**src/rtl/wash_cycle.sv**
```systemverilog
// -----------------------------------------------------------------------------
// wash_cycle -- wash / rinse / spin sequencer stage of the washing machine.
//
// Runs the programme selected by `mode` through the phases with a nonzero
// duration, counting seconds down from a clk prescaler, with pause/resume.
// Once DONE, `next` tells the billing stage the cycle is complete. The stage
// is held in IDLE while `on` is low.
//
// Optional feature (macro WASH_OVERTIME_FINE_EN): while the machine sits in
// DONE the prescaler keeps running and counts seconds. After FINE_SEC seconds
// a sticky overtime fine is raised. Without the macro, `fine` and st_light[7]
// are tied low and the overtime counter does not exist.
//
// Parameters
//   TICK_DIV   clk cycles per one-second tick
//   FINE_SEC   seconds in DONE before the overtime fine asserts
// Ports
//   clk        system clock, rising edge
//   rst        asynchronous, active-low reset
//   on         stage enable; low forces IDLE and clears all outputs
//   mode       programme: 0 spin-only, 1 small, 2 medium, 3 large
//   start_pos  one-cycle start pulse (used only in IDLE)
//   pause_pos  one-cycle pause/resume pulse (used only in WASH/RINSE/SPIN)
//   phase      0 IDLE, 1 WASH, 2 RINSE, 3 SPIN, 4 DONE
//   rem_sec    seconds remaining in the current phase
//   st_light   bit0 WASH, bit1 RINSE, bit2 SPIN, bit3 DONE, bit4 paused, bit7 fine
//   next       high while in DONE
//   fine       overtime fine flag
// -----------------------------------------------------------------------------
module wash_cycle #(
    parameter int unsigned TICK_DIV = 100000000,
    parameter int unsigned FINE_SEC = 10
) (
    input  logic       clk,
    input  logic       rst,
    input  logic       on,
    input  logic [1:0] mode,
    input  logic       start_pos,
    input  logic       pause_pos,
    output logic [2:0] phase,
    output logic [7:0] rem_sec,
    output logic [7:0] st_light,
    output logic       next,
    output logic       fine
);

    typedef enum logic [2:0] {
        IDLE  = 3'd0,
        WASH  = 3'd1,
        RINSE = 3'd2,
        SPIN  = 3'd3,
        DONE  = 3'd4
    } phase_t;

    localparam int unsigned PSC_W = (TICK_DIV > 1) ? $clog2(TICK_DIV) : 1;
    localparam logic [PSC_W-1:0] PSC_MAX = PSC_W'(TICK_DIV - 1);

    if (TICK_DIV == 0 || FINE_SEC == 0) begin : g_bad_params
        $error("wash_cycle: TICK_DIV and FINE_SEC must be nonzero");
    end

    // Phase durations in seconds; DONE/IDLE have none.
    function automatic logic [7:0] dur(input logic [1:0] m, input phase_t p);
        case (p)
            WASH:    case (m)
                         2'd0:    dur = 8'd0;
                         2'd1:    dur = 8'd10;
                         2'd2:    dur = 8'd15;
                         default: dur = 8'd20;
                     endcase
            RINSE:   case (m)
                         2'd0:    dur = 8'd0;
                         2'd1:    dur = 8'd5;
                         2'd2:    dur = 8'd8;
                         default: dur = 8'd10;
                     endcase
            SPIN:    dur = (m == 2'd0) ? 8'd10 : 8'd5;
            default: dur = 8'd0;
        endcase
    endfunction

    // First phase after p that has a nonzero duration (from IDLE: the first one).
    function automatic phase_t follow(input logic [1:0] m, input phase_t p);
        case (p)
            IDLE:    follow = (dur(m, WASH) != 8'd0)  ? WASH :
                              (dur(m, RINSE) != 8'd0) ? RINSE : SPIN;
            WASH:    follow = (dur(m, RINSE) != 8'd0) ? RINSE : SPIN;
            RINSE:   follow = SPIN;
            default: follow = DONE;
        endcase
    endfunction

    phase_t           state_q, state_d, adv_phase;
    logic [7:0]       rem_q, rem_d;
    logic [PSC_W-1:0] psc_q, psc_d;
    logic             paused_q, paused_d;
    logic [1:0]       mode_q, mode_d;
    logic [7:0]       st_light_d;
    logic             next_d;
    logic             fine_d;

`ifdef WASH_OVERTIME_FINE_EN
    localparam int unsigned OT_W = (FINE_SEC > 1) ? $clog2(FINE_SEC) : 1;
    logic [OT_W-1:0] ot_q, ot_d;
    logic            fine_q;
    assign fine = fine_q;
`else
    assign fine_d = 1'b0;
    assign fine   = 1'b0;
`endif

    assign adv_phase = follow(mode_q, state_q);

    // State register. Every output is registered from its *_d value so that
    // phase, rem_sec, st_light and next always change on the same edge.
    // NOTE: sequential state uses <= so all flops sample pre-edge values;
    // reset is asynchronous and clears every flop, including the latched mode.
    always_ff @(posedge clk or negedge rst) begin
        if (!rst) begin
            state_q  <= IDLE;
            rem_q    <= 8'd0;
            psc_q    <= '0;
            paused_q <= 1'b0;
            mode_q   <= 2'd0;
            st_light <= 8'h00;
            next     <= 1'b0;
`ifdef WASH_OVERTIME_FINE_EN
            ot_q     <= '0;
            fine_q   <= 1'b0;
`endif
        end else begin
            state_q  <= state_d;
            rem_q    <= rem_d;
            psc_q    <= psc_d;
            paused_q <= paused_d;
            mode_q   <= mode_d;
            st_light <= st_light_d;
            next     <= next_d;
`ifdef WASH_OVERTIME_FINE_EN
            ot_q     <= ot_d;
            fine_q   <= fine_d;
`endif
        end
    end

    assign phase   = state_q;
    assign rem_sec = rem_q;

    // Next-state logic. A pause pulse takes priority over a tick in the same
    // cycle, so the prescaler holds and the countdown cannot slip past it.
    // NOTE: every signal gets a hold default first so no latch is inferred.
    always_comb begin
        state_d  = state_q;
        rem_d    = rem_q;
        psc_d    = psc_q;
        paused_d = paused_q;
        mode_d   = mode_q;
`ifdef WASH_OVERTIME_FINE_EN
        ot_d     = ot_q;
        fine_d   = fine_q;
`endif
        if (!on) begin
            state_d  = IDLE;
            rem_d    = 8'd0;
            psc_d    = '0;
            paused_d = 1'b0;
`ifdef WASH_OVERTIME_FINE_EN
            ot_d     = '0;
            fine_d   = 1'b0;
`endif
        end else begin
            case (state_q)
                IDLE: begin
                    if (start_pos) begin
                        mode_d   = mode;
                        state_d  = follow(mode, IDLE);
                        rem_d    = dur(mode, follow(mode, IDLE));
                        psc_d    = '0;
                        paused_d = 1'b0;
                    end
                end
                WASH, RINSE, SPIN: begin
                    if (pause_pos) begin
                        paused_d = !paused_q;
                    end else if (!paused_q) begin
                        if (psc_q == PSC_MAX) begin
                            psc_d = '0;
                            if (rem_q == 8'd1) begin
                                // Load the next duration directly; DONE loads 0.
                                state_d  = adv_phase;
                                rem_d    = dur(mode_q, adv_phase);
                                paused_d = 1'b0;
                            end else begin
                                rem_d = rem_q - 8'd1;
                            end
                        end else begin
                            psc_d = psc_q + 1'b1;
                        end
                    end
                end
                DONE: begin
`ifdef WASH_OVERTIME_FINE_EN
                    // Counter parks at FINE_SEC-1; the fine then stays set.
                    if (psc_q == PSC_MAX) begin
                        psc_d = '0;
                        if (ot_q == OT_W'(FINE_SEC - 1)) fine_d = 1'b1;
                        else                             ot_d   = ot_q + 1'b1;
                    end else begin
                        psc_d = psc_q + 1'b1;
                    end
`endif
                end
                default: state_d = IDLE;
            endcase
        end
    end

    // Output decode of the next state, registered alongside it.
    always_comb begin
        st_light_d    = 8'h00;
        st_light_d[0] = (state_d == WASH);
        st_light_d[1] = (state_d == RINSE);
        st_light_d[2] = (state_d == SPIN);
        st_light_d[3] = (state_d == DONE);
        st_light_d[4] = paused_d;
        st_light_d[7] = fine_d;
        next_d        = (state_d == DONE);
    end

endmodule
```
**config.mk**
```make
export PLATFORM = sky130hd
export DESIGN_NAME = wash_cycle
export DESIGN_NICKNAME = d
export VERILOG_FILES = /design/src/rtl/wash_cycle.sv
export SDC_FILE = /design/constraint.sdc
export NUM_CORES = 1
export LEC_CHECK = 0
export BUFFER_PORTS_ARGS = -buffer_cell sky130_fd_sc_hd__buf_2
export CAP_MARGIN = 20
export CORE_ASPECT_RATIO = 0.5
export CORE_UTILIZATION = 45
export CTS_CLUSTER_DIAMETER = 40
export CTS_CLUSTER_SIZE = 8
export DETAILED_ROUTE_END_ITERATION = 10
export HOLD_SLACK_MARGIN = 0.08
export SETUP_SLACK_MARGIN = 0.2
export SYNTH_ARGS = -nofsm -noshare
export SYNTH_HDL_FRONTEND = slang
export SYNTH_SLANG_ARGS = --single-unit
```
**constraint.sdc**
```tcl
create_clock -name clk -period 3.1 [get_ports clk]
set_input_delay 0.155 -clock clk [delete_from_list [all_inputs] [get_ports clk]]
set_output_delay 0.155 -clock clk [all_outputs]
set_load 0.05 [all_outputs]
```
* Word-level counts from Yosys, hierarchy flattened
Cells that the tools add are included.
** Storage, ports and cells
- RAM bits :: 0
- Memories kept :: 0
- Latch bits :: 0
- Register bits after elaboration :: 47
- Memory bits (read-only) :: 0
- Logic and storage cells :: 98
- Output and inout port bits :: 21
- Bits of input ports :: 7
** Cells by class
- Shifts and indexed selects :: 0
- Add/sub/neg operators :: 2
- Bitwise operators :: 0
- Reduce and logical (&&, ||, !) cells :: 13
- Divide/modulo/power cells :: 0
- Multiply operators :: 0
- Equal/unequal tests :: 25
- Muxes and demuxes :: 51
- Magnitude comparators :: 0
** Operators with widths (number)
- $mux W27 :: 5
- $mux W8 :: 15
- $pmux W27 S2 :: 1
- $pmux W8 S3 :: 2
- $reduce_bool A8 Y1 :: 5
- $pmux W5 S3 :: 2
- $add A27 B1 Y27 const B :: 1
- $eq A27 B27 Y1 const B :: 1
- $mux W3 :: 9
- $eq A3 B2 Y1 const B :: 8
- $pmux W4 S3 :: 2
- $pmux W3 S3 :: 2
- $pmux W8 S2 :: 1
- $eq A3 B1 Y1 const B :: 4
- $ne A3 B3 Y1 const B :: 4
- $eq A8 B1 Y1 const B :: 1
- $mux W4 :: 2
- $sub A8 B1 Y8 const B :: 1
- $mux W1 :: 7
- $eq A3 B3 Y1 const B :: 2
- $reduce_and A5 Y1 :: 1
- $eq A2 B1 Y1 const B :: 2
- $eq A2 B2 Y1 const B :: 2
- $logic_not A2 Y1 :: 2
- other kinds (8) :: 9

* Depth between registers and ports, before layout
Gate-level depths: netlist of the first run.
- Word-level depth :: 16
- Depth in mapped cells :: 7
- Depth with buffers taken out :: 7

* Worst setup path after synthesis of the first run
Ideal clock, no wire load.
- Kind :: register to register
- From :: reg rem_q[0], in the netlist rem_sec[0]
- To :: reg st_light[1]
- Required time :: 3.020 ns
- Path buffers :: 0
- Stages on the path, launching flop included :: 7
- Path slack :: 0.835 ns
- Arrival time :: 2.185 ns
- Period minus slack after synthesis :: 2.265 ns
- Setup time :: 0.080 ns
- Cell sequence :: dfrtp_1 -> ha_1 -> or3b_2 -> nor4_4 -> nand3_1 -> a211oi_2 -> nor3b_2
** On the way
- Cells in the longest elaborated chain, start to end :: 8
** Ends and longest elaborated chain
- from (decl) :: line 94 : logic [7:0] rem_q, rem_d;
- from (signal assigned) :: line 133 : rem_q <= rem_d;
- $eq A8 B1 Y1 :: line 188 : if (rem_q == 8'd1) begin
- $mux W3 :: line 188
- $mux W3 :: line 186 : if (psc_q == PSC_MAX) begin
- $mux W3 :: line 185 : end else if (!paused_q) begin
- $mux W3 :: line 183 : if (pause_pos) begin
- $pmux W3 S3 :: line 172 : case (state_q)
- $mux W3 :: line 162 : if (!on) begin
- $eq A3 B2 Y1 :: line 222 : st_light_d[1] = (state_d == RINSE);
- net st_light_d[1] :: line 98 : logic [7:0] st_light_d;
- to (signal assigned) :: line 137 : st_light <= st_light_d;
- to (decl) :: line 42 : output logic [7:0] st_light,
The timed path passes the listed nets, and every way through them passes these cells.
A chain may end at the register's enable or synchronous reset.

* Worst setup path after layout of the first run
- From :: reg state_q[1], in the netlist phase[1]
- To :: reg psc_q[24]
** On the way
- Cells in the longest elaborated chain, start to end :: 4
- Elaborated cells between the ends (all ways) :: 12
- Those cells by class :: eq/ne: 7; mux: 2; reduce/logical: 3
** Ends and longest elaborated chain
- from (decl) :: line 93 : phase_t state_q, state_d, adv_phase;
- from (signal assigned) :: line 132 : state_q <= state_d;
- $eq A3 B1 Y1 or $eq A3 B2 Y1 (tied branches) :: line 172
- $reduce_or A3 Y1 :: line 172
- $ne A3 B1 Y1 (no source line), or another cell as far along
- $reduce_and A4 Y1 (no source line) or $mux W27 (tied branches)
- to (signal assigned) :: line 134 : psc_q <= psc_d;
- to (decl) :: line 95 : logic [PSC_W-1:0] psc_q, psc_d;
Parallel ways exist; a longest one is shown, timed or not.

==> results of run 1 <==
==> power groups by stage <==
stage / Sequential (mW) / Clock, mW / Combinational, mW
floorplan: 0.810 / 0 / 0.364
global placement: 0.711 / 0 / 0.600
detailed placement: 0.716 / 0 / 0.610
CTS: 0.704 / 0.561 / 0.613
global route: 0.714 / 0.581 / 0.675
finish: 0.704 / 0.547 / 0.614
==> sequential cells by signal (all words and copies together), names as in the netlist <==
register  cells
psc_q        27
paused_q      1
mode_q        2
rem_sec       8
st_light      4
phase         3
==> final cells by class <==
cell class | instances | share of cell area [%]
Clock buffer | 5 | 3.77
Clock inverter | 3 | 0.755
Inverter | 8 | 0.906
Multi-Input combinational cell | 253 | 51.5
Sequential cell | 45 | 34.0
Tap cell | 88 | 3.32
Timing Repair Buffer | 31 | 5.74
==> critical path: cells and delay by family, from the launching register on <==
kind,cells,cell delay (ns)
AOI/OAI and AO/OA,2,0.29
and+or+nand+nor,3,1.39
DFF,1,0.54
==> worst paths after layout <==
path	endpoint	slack, ns	depth (start not counted)
max	psc_q[24]	0.81	5
min	mode_q[0]	0.16	2
max reg2reg	psc_q[24]	0.81	5
min reg2reg	psc_q[1]	0.54	2
max in group asynchronous	rem_sec[0]	2.22	3
min in group asynchronous	psc_q[10]	0.37	2
==> layer usage <==
metal | vias up | GRT usage [%]
li1 | 1230 | -
met1 | 1263 | 31.4
met4 | 0 | 4.88
met5 | - | 0
met2 | 61 | 34.7
met3 | 4 | 4.60
==> placed cells by master (no fill, tap or decap), types with 5 or more instances in the layout <==
cell	netlist	layout
dfrtp_1	45	45
nor2_1	27	27
nand2_1	24	24
o21ai_0	23	23
buf_2	1	23
a21oi_1	19	19
nand3_1	14	14
nand4_1	12	12
o31ai_1	10	10
xor2_1	10	10
nor3_1	9	9
inv_1	8	8
ha_1	8	8
or4_1	7	7
or3_1	6	6
buf_4	8	6
nor2b_1	5	5
clkbuf_16	0	5
==> cells by family (layout without fill, tap and decap cells) <==
family	count (synthesis)	after routing
AOI/OAI and AO/OA	78	78
adders and majority gates	8	8
and+or+nand+nor	143	143
DFF	45	45
other	1	4
buffers and inverters	25	47
xor gates and xnor gates	14	14
muxes	6	6
==> summary.md, run 1 <==
| Metric | Value |
|---|---|
| Status | `completed` |
| DR pass1 iterations | `4` |
| Residual DRC count | `0` |
| Largest family of logic cells by synthesized area | `simple AND/OR/NAND/NOR gates` |
| Switching power | `0.725 mW` |
| First-pass GRT wire length | `11600 um` |
| Max Freq | `436 MHz` |
| HPWL after DPL | `5140 um` |
| Synth top area share | `38.1%` |
| Tightest Hold Check Type | `in -> reg` |
| CP peak stage delay | `0.63 ns` |
| Uppermost layer routed | `met4` |
| Cell variety after synth | `63` |
| CTS sink cnt | `45` |
| Worst-path cell chain | `or4b_4, o311ai_4, nand4_1, or4_1, a21oi_1` |
| Clock Path Buffers | `2` |
| Final Max Slew Viols | `0` |
| Worst skew pair latency | `0.30 ns` |
| Synth top cells by count | `45 x dfrtp_1, 27 x nor2_1, 24 x nand2_1` |
| Static Leak | `1.40 nW` |
| Slowest CP cell | `or4b_4` |
| Met1 wire length | `3470 um` |
| Final WL | `6980 um` |
| Compound-Gate Fraction of Synth Area | `17.9%` |
| Worst-path maximum fanout | `16` |
| Post-route setup TNS | `0 ns` |
| Post-DR vias/cell | `5.91` |
| Synth Area in Simple Gates | `29.7%` |
| Pint | `1.14 mW` |
| RSZ-0062 raised after global routing | `no` |
| CP startpoint kind | `flip-flop` |
| DRT iter0 DRCs | `178` |
| Worst-margin pin slew | `0.601 ns` |
| Final Cell Area | `3320 sq um` |
| Seq pwr share | `37.8%` |
| Hold-fix buffers, CTS | `0` |
| CP Capture Type | `flip-flop` |
| Setup violations, final | `0` |
| TritonCTS clock tree | `yes` |
| Final WS setup | `0.807 ns` |
| Share of power burned in the clock network | `29.3%` |
| H-tree depth | `2` |
| Power per standard cell area | `563 nW/um^2` |
| Post-DRT Antenna Nets | `0` |
| Met3 WL | `265 um` |
| Fin crit period | `2.29 ns` |
| Initial Util | `47.6%` |
| Syn Inst Count | `320` |
| Via count | `2558` |
| Main flop type after synthesis | `dfrtp_1` |
| Layout cell share with drive strength beyond 1 | `18.0%` |
| Max VDD drop | `0.000239 V` |
| Fill count | `597` |
| Hold Path Origin | `mode[0]` |
| Post-cts resize count | `0` |
| Area leader, netlist | `dfrtp_1` |
| CP required | `3.32 ns` |
| Placed Area | `3140 sq um` |
| Area of the multi-input gates | `1710 sq um` |
| Top post-synthesis cells by area | `dfrtp_1 38%, o21ai_0 3.9%, nor2_1 3.4%` |
| Synth warn | `0` |
| Metal2 WL | `3220 um` |
| Final period util | `74.0%` |
| Total power | `1.87 mW` |
| Max cap viols | `0` |
| Most numerous cell in the Yosys netlist | `dfrtp_1` |
| Gr usage total | `22.0%` |
| CTS root buffer | `clkbuf_16` |
| Site Rows | `20` |
| Routed wire length per instance | `16.1 um` |
| CORE AREA | `6210 sq um` |
| Initial antenna violation count | `0` |
| Worst Path Arrival | `2.52 ns` |
| Port bufs | `23` |
| Largest net degree at the start of global routing | `46` |
| Fin. Hold Viols | `0` |
| Async S/R FF share, synth | `100%` |
| ANT cells | `0` |
| Die H | `59.3 um` |
| FF/Latch Area | `1130 sq um` |
| Final Non-Filler Cells | `433` |
| Post-synth EDFFs | `0` |
| Die area | `6920 sq um` |
| Synth Area in Adders | `3.39%` |
| #FFs+latches synth | `45` |
| Sw Share | `38.9%` |
| Crit path from | `phase[1]` |
| Seq/Total Area, Yosys | `38.1%` |
| Worst r2r src | `phase[1]` |
| Gpl congestion | `0.810` |
| IO Count | `28` |
| Post-Synth XOR/XNOR Area | `4.15%` |
| Comb pwr share | `32.9%` |
| Die width | `117 um` |
| Syn Area/Cell | `9.24 sq um` |
| Synthesis-to-layout area growth | `12.1%` |
| Post-layout util | `53.4%` |
| GRT overflow | `0` |
| Clk slew on worst S/H paths | `0.07 ns` |
| Synthesized cell area | `2960 sq um` |
| Final net count | `359` |
| CP Class | `reg -> reg` |
| Setup Skew | `0.00883 ns` |
| TritonCTS Buffers | `5` |
| Post-CTS Repair Setup Buffers | `0` |
| Relative slew slack | `59.6%` |
| Placed Instances | `423` |
| Pre-CTS setup slack | `0.817 ns` |
| Vias in the first global route | `2343` |
| Mux cell area share after synthesis | `2.20%` |
| Worst hold margin | `0.162 ns` |
Note: power is estimated with default switching activity, not from simulation.
==> run 2: changes to the inputs <==
--- a/config.mk
+++ b/config.mk
@@ -13,6 +13,7 @@
 export CTS_CLUSTER_SIZE = 8
 export DETAILED_ROUTE_END_ITERATION = 10
 export HOLD_SLACK_MARGIN = 0.08
+export PLACE_DENSITY = 0.66
 export SETUP_SLACK_MARGIN = 0.2
 export SYNTH_ARGS = -nofsm -noshare
 export SYNTH_HDL_FRONTEND = slang
==> constraint.sdc (replaced) <==
create_clock -name clk -period 2 [get_ports clk]
set_input_delay 0.1 -clock clk [delete_from_list [all_inputs] [get_ports clk]]
set_output_delay 0.1 -clock clk [all_outputs]
set_load 0.05 [all_outputs]
==> summary.md, run 2 (synthesized netlist as in run 1, its figures left out) <==
| Metric | Value |
|---|---|
| Grt met3 use | `5.21%` |
| R2R cell count | `7` |
| RSZ-0062 raised after global routing | `yes` |
| Worst r2r src | `rem_sec[3]` |
| Site Rows | `20` |
| Largest net degree at the start of global routing | `23` |
| Die H | `59.3 um` |
| Pre-CTS setup slack | `-0.137 ns` |
| Fin. Hold Viols | `0` |
| Setup violations, final | `30` |
| DR pass1 iterations | `4` |
| Worst Path Arrival | `2.25 ns` |
| Tightest Hold Check Type | `in -> reg` |
| Residual DRC count | `0` |
| FF/Latch Area | `1140 sq um` |
| Synthesis-to-layout area growth | `38.6%` |
| Worst-path maximum fanout | `4` |
| Area of the multi-input gates | `1950 sq um` |
| Static Leak | `1.78 nW` |
| Post-DRT Antenna Nets | `0` |
| Clock Path Buffers | `2` |
| Most frequent cells in the layout | `62 x buf_4, 37 x dfrtp_1, 25 x nor2_1` |
| Status | `complete, but fails checks` |
| CP required | `2.18 ns` |
| Vias in the first global route | `2731` |
| Final Max Slew Viols | `0` |
| Reg-to-reg setup timing slack | `-0.08 ns` |
| Clk slew on worst S/H paths | `0.06 ns` |
| GR peak layer | `met2` |
| Layout cell share with drive strength beyond 1 | `41.1%` |
| Max Freq | `482 MHz` |
| R2R Path End | `st_light[2]` |
| Hold Path Origin | `mode[0]` |
| Final period util | `104%` |
| Initial Util | `47.6%` |
| Max VDD drop | `0.000404 V` |
| Die width | `117 um` |
| H-tree depth | `2` |
| HPWL after DPL | `5600 um` |
| Die area | `6920 sq um` |
| Port bufs | `23` |
| Worst hold margin | `0.0870 ns` |
| Post-route setup TNS | `-0.555 ns` |
| Gr usage total | `25.0%` |
| Final WS setup | `-0.0764 ns` |
| Final net count | `425` |
| Final WL | `8390 um` |
| Post-DR vias/cell | `5.67` |
| Placed Area | `3570 sq um` |
| Met1 Track Usage GR | `31.8%` |
| Number of flip-flops in the largest register | `27` |
| TritonCTS clock tree | `yes` |
| ANT cells | `0` |
| Initial antenna violation count | `0` |
| CP startpoint kind | `flip-flop` |
| M2 GR Usage | `43.4%` |
| Routed wire length per instance | `16.8 um` |
| Final Cell Area | `4100 sq um` |
| CP Class | `reg -> reg` |
| Power per standard cell area | `804 nW/um^2` |
| CTS sink cnt | `45` |
| Via count | `2830` |
| Worst skew pair latency | `0.30 ns` |
| Crit path from | `rem_sec[3]` |
| DRT iter0 DRCs | `204` |
| CTS root buffer | `clkbuf_16` |
| Biggest register | `psc_q` |
| Failing checks | `setup timing` |
| CP Capture Type | `flip-flop` |
| IO Count | `28` |
| Most common cell after layout, fill and taps aside | `buf_4` |
| TritonCTS Buffers | `5` |
| Max cap viols | `0` |
| Fin crit period | `2.08 ns` |
| End of the critical path | `st_light[2]` |
| Gpl congestion | `0.880` |
| Setup Skew | `0.00475 ns` |
| GRT overflow | `0` |
| CORE AREA | `6210 sq um` |
| First-pass GRT wire length | `13100 um` |
| Fill count | `506` |
[run 2: cell types whose count changed in the layout (fill, tap and decap cells not counted), moves of 8 or more]
cell     delta
o21ai_0    -11
dfrtp_2     +8
buf_4      +56
o21ai_1     +8
buf_6       +9
dfrtp_1     -8
[run 2: worst max-delay path, stage by stage (launching register included)]
cell and delay, ns:
dfrtp_2 0.40, or4_4 0.58, nor4_4 0.25, buf_4 0.17, nand3_4 0.08, a211oi_4 0.28
buf_4 0.17, nor3_2 0.03
[run 2: layer usage]
layer,part of all wire (%),wire length (um),vias to the layer above
met2,49,4130,64
met5,0,0,-
met3,3.5,297,10
met1,46,3880,1395
met4,0.99,83,0
li1,-,-,1361
[run 2: how the worst min path moves through the flow]
stage               slack (ns)  depth (start not counted)           to
CTS                       0.09                          2    mode_q[0]
global route              0.09                          2    mode_q[0]
floorplan                -0.20                          0    mode_q[0]
finish                    0.09                          2    mode_q[0]
detailed placement        0.06                          1  st_light[3]
global placement          0.05                          1  st_light[3]
[run 2: repair_timing]
item / CTS / global route
setup endpoints to repair: 41 / 42
hold buffers: 1 / 0
resized for setup: 22 / 29
pin swaps: 20 / 16
cloned: 1 / 0
endpoints found under the hold margin: 16 / 0
setup buffers: 15 / 7
[run 2: report_power, final]
group	internal (mW)	leakage, nW	switching [mW]	total (mW)
Sequential	0.987	0.603	0.0611	1.05
Clock	0.530	0.0799	0.360	0.890
Combinational	0.515	1.09	0.842	1.36
[run 2: final cells by class]
cell class,count,share of cell area (%)
sequential,45,27.7
timing repair buffer,96,17.4
multi-input combinational,254,47.6
clock buffer,7,3.73
tap,88,2.69
inverter,8,0.733
clock inverter,1,0.122
[run 2: metrics by stage]
stage	instances	power, mW	util, %
after floorplan	323	1.87	-
after global placement	467	2.19	57.6
after detailed placement	467	2.23	57.6
after CTS	492	3.19	63.6
after global routing	499	3.44	66.0
final	499	3.29	66.0
